**config.mk**
```make
export PLATFORM = sky130hd
export DESIGN_NAME = decoder_3x8_hold
export DESIGN_NICKNAME = d
export VERILOG_FILES = /design/src/rtl/decoder_3x8_pkg.sv /design/src/rtl/decoder_3x8_core.sv /design/src/rtl/decoder_3x8_hold.sv
export SDC_FILE = /design/constraint.sdc
export NUM_CORES = 1
export LEC_CHECK = 0
export BUFFER_PORTS_ARGS = -buffer_cell sky130_fd_sc_hd__buf_2
export CORE_MARGIN = 5
export CORE_UTILIZATION = 40
export CTS_CLUSTER_DIAMETER = 40
export DETAILED_ROUTE_END_ITERATION = 10
export SYNTH_ARGS = -nofsm -noshare
export SYNTH_HDL_FRONTEND = slang
export SYNTH_SLANG_ARGS = --single-unit
export TNS_END_PERCENT = 30
```
**constraint.sdc**
```tcl
create_clock -name clk -period 2.25 [get_ports clk]
set_clock_uncertainty 0.15 [all_clocks]
set_input_delay 0.1125 -clock clk [delete_from_list [all_inputs] [get_ports clk]]
set_output_delay 0.1125 -clock clk [all_outputs]
set_load 0.005 [all_outputs]
```
**src/rtl/decoder_3x8_pkg.sv**
```systemverilog
// Shared types and helpers for the registered 3-to-8 hold decoder.
package decoder_3x8_pkg;

  typedef enum logic {IDLE, HOLD} dec_state_t;

  localparam int unsigned CNT_W = 8;

  function automatic logic [7:0] onehot8(input logic [2:0] code);
    logic [7:0] v;
    v       = '0;
    v[code] = 1'b1;
    return v;
  endfunction

endpackage

```
**src/rtl/decoder_3x8_core.sv**
```systemverilog
// Combinational 3-bit code to one-hot (OUT_POL=1) or one-cold (OUT_POL=0).
module decoder_3x8_core
  import decoder_3x8_pkg::*;
#(
  parameter bit OUT_POL = 1'b1
) (
  input  logic [2:0] code,
  output logic [7:0] y
);

  always_comb begin
    y = OUT_POL ? onehot8(code) : ~onehot8(code);
  end

endmodule

```
**src/rtl/decoder_3x8_hold.sv**
```systemverilog
// Registered 3-to-8 decoder holding each accepted code for HOLD_CYCLES cycles.
// Optional parity check on in_code enabled by macro DEC_PARITY_EN.
module decoder_3x8_hold
  import decoder_3x8_pkg::*;
#(
  parameter int unsigned HOLD_CYCLES = 4,
  parameter bit          OUT_POL     = 1'b1
) (
  input  logic       clk,
  input  logic       rst_n,
  input  logic       in_valid,
  output logic       in_ready,
  input  logic [2:0] in_code,
  input  logic       abort,
`ifdef DEC_PARITY_EN
  input  logic       in_par,
  output logic       err,
`endif
  output logic [7:0] Y,
  output logic       busy,
  output logic       done
);

  localparam logic [7:0]       Y_IDLE   = OUT_POL ? 8'h00 : 8'hFF;
  localparam logic [CNT_W-1:0] CNT_LOAD = CNT_W'(HOLD_CYCLES);
  localparam logic [CNT_W-1:0] CNT_ONE  = CNT_W'(1);

  dec_state_t       state_q, state_d;
  logic [CNT_W-1:0] cnt_q, cnt_d;
  logic [7:0]       y_q, y_d;
  logic [7:0]       y_dec;
  logic             xfer;
  logic             par_ok;
  logic             last_cycle;

  decoder_3x8_core #(.OUT_POL(OUT_POL)) u_core (
    .code (in_code),
    .y    (y_dec)
  );

`ifdef DEC_PARITY_EN
  logic err_q, err_d;
  assign par_ok = ~(^{in_code, in_par});
  assign err    = err_q;
`else
  assign par_ok = 1'b1;
`endif

  assign last_cycle = (state_q == HOLD) && (cnt_q == CNT_ONE);
  assign xfer       = in_valid && in_ready;

  always_ff @(posedge clk or negedge rst_n) begin
    if (!rst_n) begin
      state_q <= IDLE;
      cnt_q   <= '0;
      y_q     <= Y_IDLE;
`ifdef DEC_PARITY_EN
      err_q   <= 1'b0;
`endif
    end else begin
      state_q <= state_d;
      cnt_q   <= cnt_d;
      y_q     <= y_d;
`ifdef DEC_PARITY_EN
      err_q   <= err_d;
`endif
    end
  end

  // A parity-rejected transfer behaves like no transfer: the window runs on.
  always_comb begin
    state_d = state_q;
    cnt_d   = cnt_q;
    y_d     = y_q;
    if (abort) begin
      state_d = IDLE;
      cnt_d   = '0;
      y_d     = Y_IDLE;
    end else if (xfer && par_ok) begin
      state_d = HOLD;
      cnt_d   = CNT_LOAD;
      y_d     = y_dec;
    end else if (state_q == HOLD) begin
      if (cnt_q == CNT_ONE) begin
        state_d = IDLE;
        cnt_d   = '0;
        y_d     = Y_IDLE;
      end else begin
        cnt_d = cnt_q - CNT_ONE;
      end
    end
`ifdef DEC_PARITY_EN
    err_d = xfer && !par_ok;
`endif
  end

  always_comb begin
    in_ready = !abort && ((state_q == IDLE) || last_cycle);
    done     = last_cycle && !abort;
    busy     = (state_q == HOLD);
    Y        = y_q;
  end

endmodule
```
==> results by group, run 1 <==
Timing
  – Relative slew slack: 0.744
  – Finish-stage setup viols: 0
  – Hold slack: 38.4 ps
  – Final min period: 2070 ps
  – Fmax: 0.483 GHz
  – Endpoints failing hold: 0
  – Actual slew at the worst max-slew pin: 384 ps
  – Max-slew violations: 0
  – RSZ-0062 raised after global routing: false
  – Fin Setup TNS: 0 ps
  – Final period util: 0.920

Floorplanning
  – Die ar.: 3180 um^2
  – Die Y: 56.4 um
  – Initial cell density of the core: 0.431
  – Row Count: 16
  – Die Width: 56.4 um
  – Io pins: 18
  – Core ar.: 2000 um^2

Synthesis
  – Post-synth top cells: 17 x dfrtp_1, 14 x nor2_1
  – Post-synthesis cell count: 78
  – Post-Synth Adder-Cell Area: 0.0290
  – Largest family of logic cells by synthesized area: simple AND/OR/NAND/NOR gates
  – Synth Area in XOR/XNOR: 0.0610
  – Synth area leaders: dfrtp_1 49%, nor2_1 6.1%, a32o_1 4.6%, a22o_1 4.1%, xor2_1 4.1%
  – Number of flops mapped to enable cells by yosys: 0
  – Simple-Gate Fraction of Synth Area: 0.229
  – #FFs+latches synth: 17
  – Mux cell area share after synthesis: 0
  – Main synth FF type: dfrtp_1
  – Mapped Area: 862 um^2
  – Cell taking the most area after synthesis: dfrtp_1
  – Syn_area_per_cell: 11.1 um^2
  – Netlist cell types: 28
  – Synth warn: 0
  – FFs w/ async S/R, synth: 1.00
  – Mapped Nets: 87
  – Sequential area share after synthesis: 0.493
  – Post-synth top area share: 0.493
  – Synth Area in Compound Gates: 0.158
  – Count leader, synth: dfrtp_1

Critical path
  – CP bufs+invs: 1
  – Critical Path Slowest Stage Cell: dlygate4sd3_1
  – Slowest stage delay, CP: 550 ps
  – CP Data Required Time: 2280 ps
  – Type of the worst setup path: flip-flop to flip-flop
  – Worst EP arrival: 2100 ps
  – Crit end category: flip-flop
  – Critical path launch point type: flip-flop
  – Cell mode on critical path: nor2_1
  – CP max FO: 7
  – Family with the most delay on the worst path: simple AND/OR/NAND/NOR gates
  – Crit path cell chain: nor4_4 -> a31oi_4 -> nor2_1 -> nor2_1 -> dlygate4sd3_1

Global routing
  – Largest net degree at the start of global routing: 18
  – Initial antenna violation count: 0
  – GRT Overall Usage: 0.126
  – Vias in the first global route: 723
  – GR Overflow Total: 0
  – First-pass GRT wire length: 3150 um

Clocking
  – Worst-Skew Late Latency: 290 ps
  – Clk root buf: clkbuf_4
  – Reg clk slew, reported paths: 100 ps
  – Post-CTS sizing: 0
  – Clk sink count: 17
  – Num CTS Buffers: 3
  – Clock H-tree levels: 1
  – Clk buf depth: 2
  – TritonCTS clock tree: done

Placed design
  – Placer Congestion: 0.784
  – Input/output buffers: 17
  – Post-detail-place hpwl: 1280 um
  – Placed cell areas: 971 um^2

Power
  – Power per Cell Area: 651 nW/um^2
  – Pleak: 0.502 nW
  – Maximum VDD drop: 0.389 mV
  – Power, Total: 0.000683 W

Min path
  – Hold/Removal Path Class: input port to flip-flop

Routing
  – DRC Markers: 0
  – Initial DRT Pass Iterations: 4
  – DR vias/cell: 5.28
  – Post-DR wirelength/cell: 13.4 um
  – Remaining antenna violation count: 0
  – Routed wire length: 1730 um
  – Via count: 681
  – Starting DRT DRC Count: 15

Finish
  – Synth-to-layout area growth: 21.6%
  – Ant diodes: 0
  – Post-layout util: 0.524
  – Final net count: 112
  – Layout cells sized above 1: 0.265
  – Design area: 1050 um^2

Flow run
  – Max_cap viols: 0

Outcome
  – Status: finished clean
-- tightest hold or removal path, cell delays in order --
cell and delay (ps):
buf_2 100, nor3_2 60, a22o_1 170
-- final timing paths --
| path | start | to | slack (ps) | cells past startpoint |
|---|---|---|---|---|
| min reg2reg | Y[6]$_DFFE_PN0P_ | Y[6]$_DFFE_PN0P_ | 340 | 1 |
| max | cnt_q[5]$_DFFE_PN0P_ | busy$_DFF_PN0_ | 180 | 5 |
| min in group asynchronous | rst_n | cnt_q[5]$_DFFE_PN0P_ | 110 | 2 |
| max in group asynchronous | rst_n | busy$_DFF_PN0_ | 1560 | 2 |
| max reg2reg | cnt_q[5]$_DFFE_PN0P_ | busy$_DFF_PN0_ | 180 | 5 |
| min | in_code[1] | Y[0]$_DFFE_PN0P_ | 40 | 3 |
-- layout by cell type (no fill, tap or decap), types with 2 or more instances in the layout --
master / n
buf_2: 17
ha_1: 2
xnor2_1: 2
nor3_1: 3
xor2_1: 4
dfrtp_1: 17
a32o_1: 4
nor2_1: 14
a21oi_1: 2
nand2_1: 2
dlygate4sd3_1: 5
and2_1: 2
a22o_1: 4
inv_1: 4
nand3_1: 2
clkbuf_4: 3
-- registers in the layout (all words and copies together) (netlist names) --
signal and flops:
cnt_q 8, Y 8, busy 1
-- per-stage QoR --
| stage | setup WS (ps) | cells |
|---|---|---|
| after floorplan | 428 | 78 |
| after global placement | 409 | 120 |
| after detailed placement | 339 | 120 |
| after CTS | 181 | 129 |
| after global routing | 90.8 | 129 |
| final | 180 | 129 |
-- timing repair --
| action | CTS | global route |
|---|---|---|
| hold endpoints to repair | 24 | 0 |
| hold buffers | 5 | 0 |
| buffers inserted | 0 | 0 |
-- cell families (layout without fill, tap and decap cells) --
kind of cell,after synthesis,after routing
AND/OR/NAND/NOR,32,32
XOR/XNOR,6,6
AO/OA/AOI/OAI,15,15
flip-flops,17,17
buffers and inverters,6,30
adder cells (fa/ha/maj),2,2
-- power by group --
part	leakage, nW	internal, W	switching [W]
clock network	0.0177	0.0000660	0.0000948
registers	0.230	0.000328	0.0000319
logic	0.254	0.0000780	0.0000840
total	0.502	0.000472	0.000211
-- metal layers --
layer | global-route usage | up-vias | wire length, um
met1 | 0.165 | 330 | 838
met3 | 0.0298 | 4 | 80
met5 | 0 | - | 0
met4 | 0.0746 | 0 | 38
li1 | - | 329 | -
met2 | 0.188 | 18 | 775
-- layout make-up --
class	instances	area [um^2]
fill	191	953
sequential	17	425
multi-input combinational	55	412
timing repair buffer	22	135
tap	27	33.8
clock buffer	3	22.5
inverter	4	15.0
clock inverter	1	5.00
Power figures use the tool's default switching activity.
==> inputs of run 2 (changes only) <==
Settings changed: PLACE_DENSITY set to 0.64.
==> run 2 against run 1 <==
  * Flip-flop and latch count is the same
  * Core utilization is the same
  * Design area is the same
  * Combinational power is essentially flat
  * Fmax grew 0.62%
  * Critical path depth is the same
  * Register-to-register slack is essentially flat
  * Die area is the same
  * Hold slack gained 7.6 ps
  * Critical path type unchanged
  * Critical endpoint unchanged
  * Largest cell class unchanged
==> results by group, run 2 (synthesis gave the netlist of run 1 again) <==
Clocking
  – TritonCTS clock tree: done
  – Postcts setup bufs: 0
  – Clk sink count: 17
  – Reg clk slew, reported paths: 100 ps
  – Num CTS Buffers: 3
  – Clk buf depth: 2
  – Clk root buf: clkbuf_4
  – Clock H-tree levels: 1
  – Worst-Skew Late Latency: 290 ps

Routing
  – Post-DR wirelength/cell: 13.1 um
  – Via count: 662
  – DRC Markers: 0
  – Starting DRT DRC Count: 8
  – Routed wire length: 1690 um
  – DR vias/cell: 5.13
  – Remaining antenna violation count: 0
  – Initial DRT Pass Iterations: 4

Min path
  – Worst Hold Launch: in_code[1]
  – Worst hold path depth: 3
  – Hold/Removal Path Class: input port to flip-flop

Floorplanning
  – Row Count: 16
  – Io pins: 18
  – Die Width: 56.4 um
  – Die Y: 56.4 um
  – Initial cell density of the core: 0.431
  – Die ar.: 3180 um^2
  – Core ar.: 2000 um^2

Finish
  – FF/Latch Area: 425 um^2
  – Final net count: 112
  – Multi-input logic area: 412 um^2
  – Most frequent cells in the layout: 17 x dfrtp_1, 17 x buf_2, 14 x nor2_1, 5 x dlygate4sd3_1
  – Synth-to-layout area growth: 21.6%
  – Post-layout util: 0.524
  – Design area: 1050 um^2
  – Fill cells: 196
  – Ant diodes: 0
  – Layout cells sized above 1: 0.265

Timing
  – Max-slew violations: 0
  – Finish-stage setup viols: 0
  – Final min period: 2060 ps
  – Actual slew at the worst max-slew pin: 372 ps
  – Fin Setup TNS: 0 ps
  – Final period util: 0.915
  – Relative slew slack: 0.750
  – Fmax: 0.486 GHz
  – Endpoints failing hold: 0
  – RSZ-0062 raised after global routing: false

Placed design
  – Post-detail-place hpwl: 1280 um
  – Placed cell areas: 971 um^2
  – Input/output buffers: 17
  – Placer Congestion: 0.773

Power
  – Power, Total: 0.000683 W
  – Pleak: 0.502 nW
  – Power per Cell Area: 651 nW/um^2
  – Maximum VDD drop: 0.355 mV

Critical path
  – Type of the worst setup path: flip-flop to flip-flop
  – FF-to-FF setup slack: 190 ps
  – CP Data Required Time: 2280 ps
  – Reg-to-reg critical path startpoint: cnt_q[5]$_DFFE_PN0P_
  – CP max FO: 7
  – Worst reg2reg path depth: 5
  – Critical Path Source: cnt_q[5]$_DFFE_PN0P_
  – Critical path launch point type: flip-flop
  – Crit end category: flip-flop
  – Worst EP arrival: 2090 ps

Flow run
  – Max_cap viols: 0

Global routing
  – Initial antenna violation count: 0
  – First-pass GRT wire length: 2950 um
  – GRT Overall Usage: 0.118
  – Vias in the first global route: 663
  – Largest net degree at the start of global routing: 18
  – GR Overflow Total: 0

Outcome
  – Status: finished clean
run 2: cell counts in the layout (fill, tap and decap cells not counted):
Identical to the previous run, type by type.
run 2: report_power, final:
part,internal (W),switching (W)
combinational,0.0000781,0.0000850
sequential,0.000328,0.0000313
clock,0.0000661,0.0000945
total,0.000472,0.000211
run 2: worst max-delay path: stages, from the launching register on:
cell and delay, ps:
dfrtp_1 450, nor4_4 430, a31oi_4 210, nor2_1 120, nor2_1 40, dlygate4sd3_1 550
run 2: per-stage QoR:
step	instances	setup WS, ps	hold slack (ps)
final	129	192	46.1
after global routing	129	124	50.9
after CTS	129	187	38.9
after detailed placement	120	338	-100
after global placement	120	418	-102
after floorplan	78	428	-333
run 2: cell type report:
class	count	area share
clock inverter	1	0.00477
timing repair buffer	22	0.129
inverter	4	0.0143
clock buffer	3	0.0215
sequential	17	0.406
multi-input combinational	55	0.393
tap	27	0.0322
run 2: path summary, 6_finish.rpt:
| kind | endpoint |
|---|---|
| hold reg to reg | Y[4]$_DFFE_PN0P_ |
| setup reg to reg | busy$_DFF_PN0_ |
| hold / removal | Y[0]$_DFFE_PN0P_ |
| min in group asynchronous | cnt_q[3]$_DFFE_PN0P_ |
| setup / recovery | busy$_DFF_PN0_ |
| max in group asynchronous | Y[5]$_DFFE_PN0P_ |
run 2: layer usage:
metal / global-route usage / up-vias / share of wire
met5: 0 / - / 0
met4: 0.0712 / 0 / 0.023
met3: 0.0229 / 4 / 0.039
met2: 0.180 / 14 / 0.48
met1: 0.152 / 314 / 0.46
li1: - / 330 / -
run 2: timing repair:
| item | 4_1_cts | 5_1_grt |
|---|---|---|
| endpoints found under the hold margin | 25 | 0 |
| setup endpoints to repair | 0 | 0 |
| hold buffers | 5 | 0 |
| resized for setup | 0 | 0 |
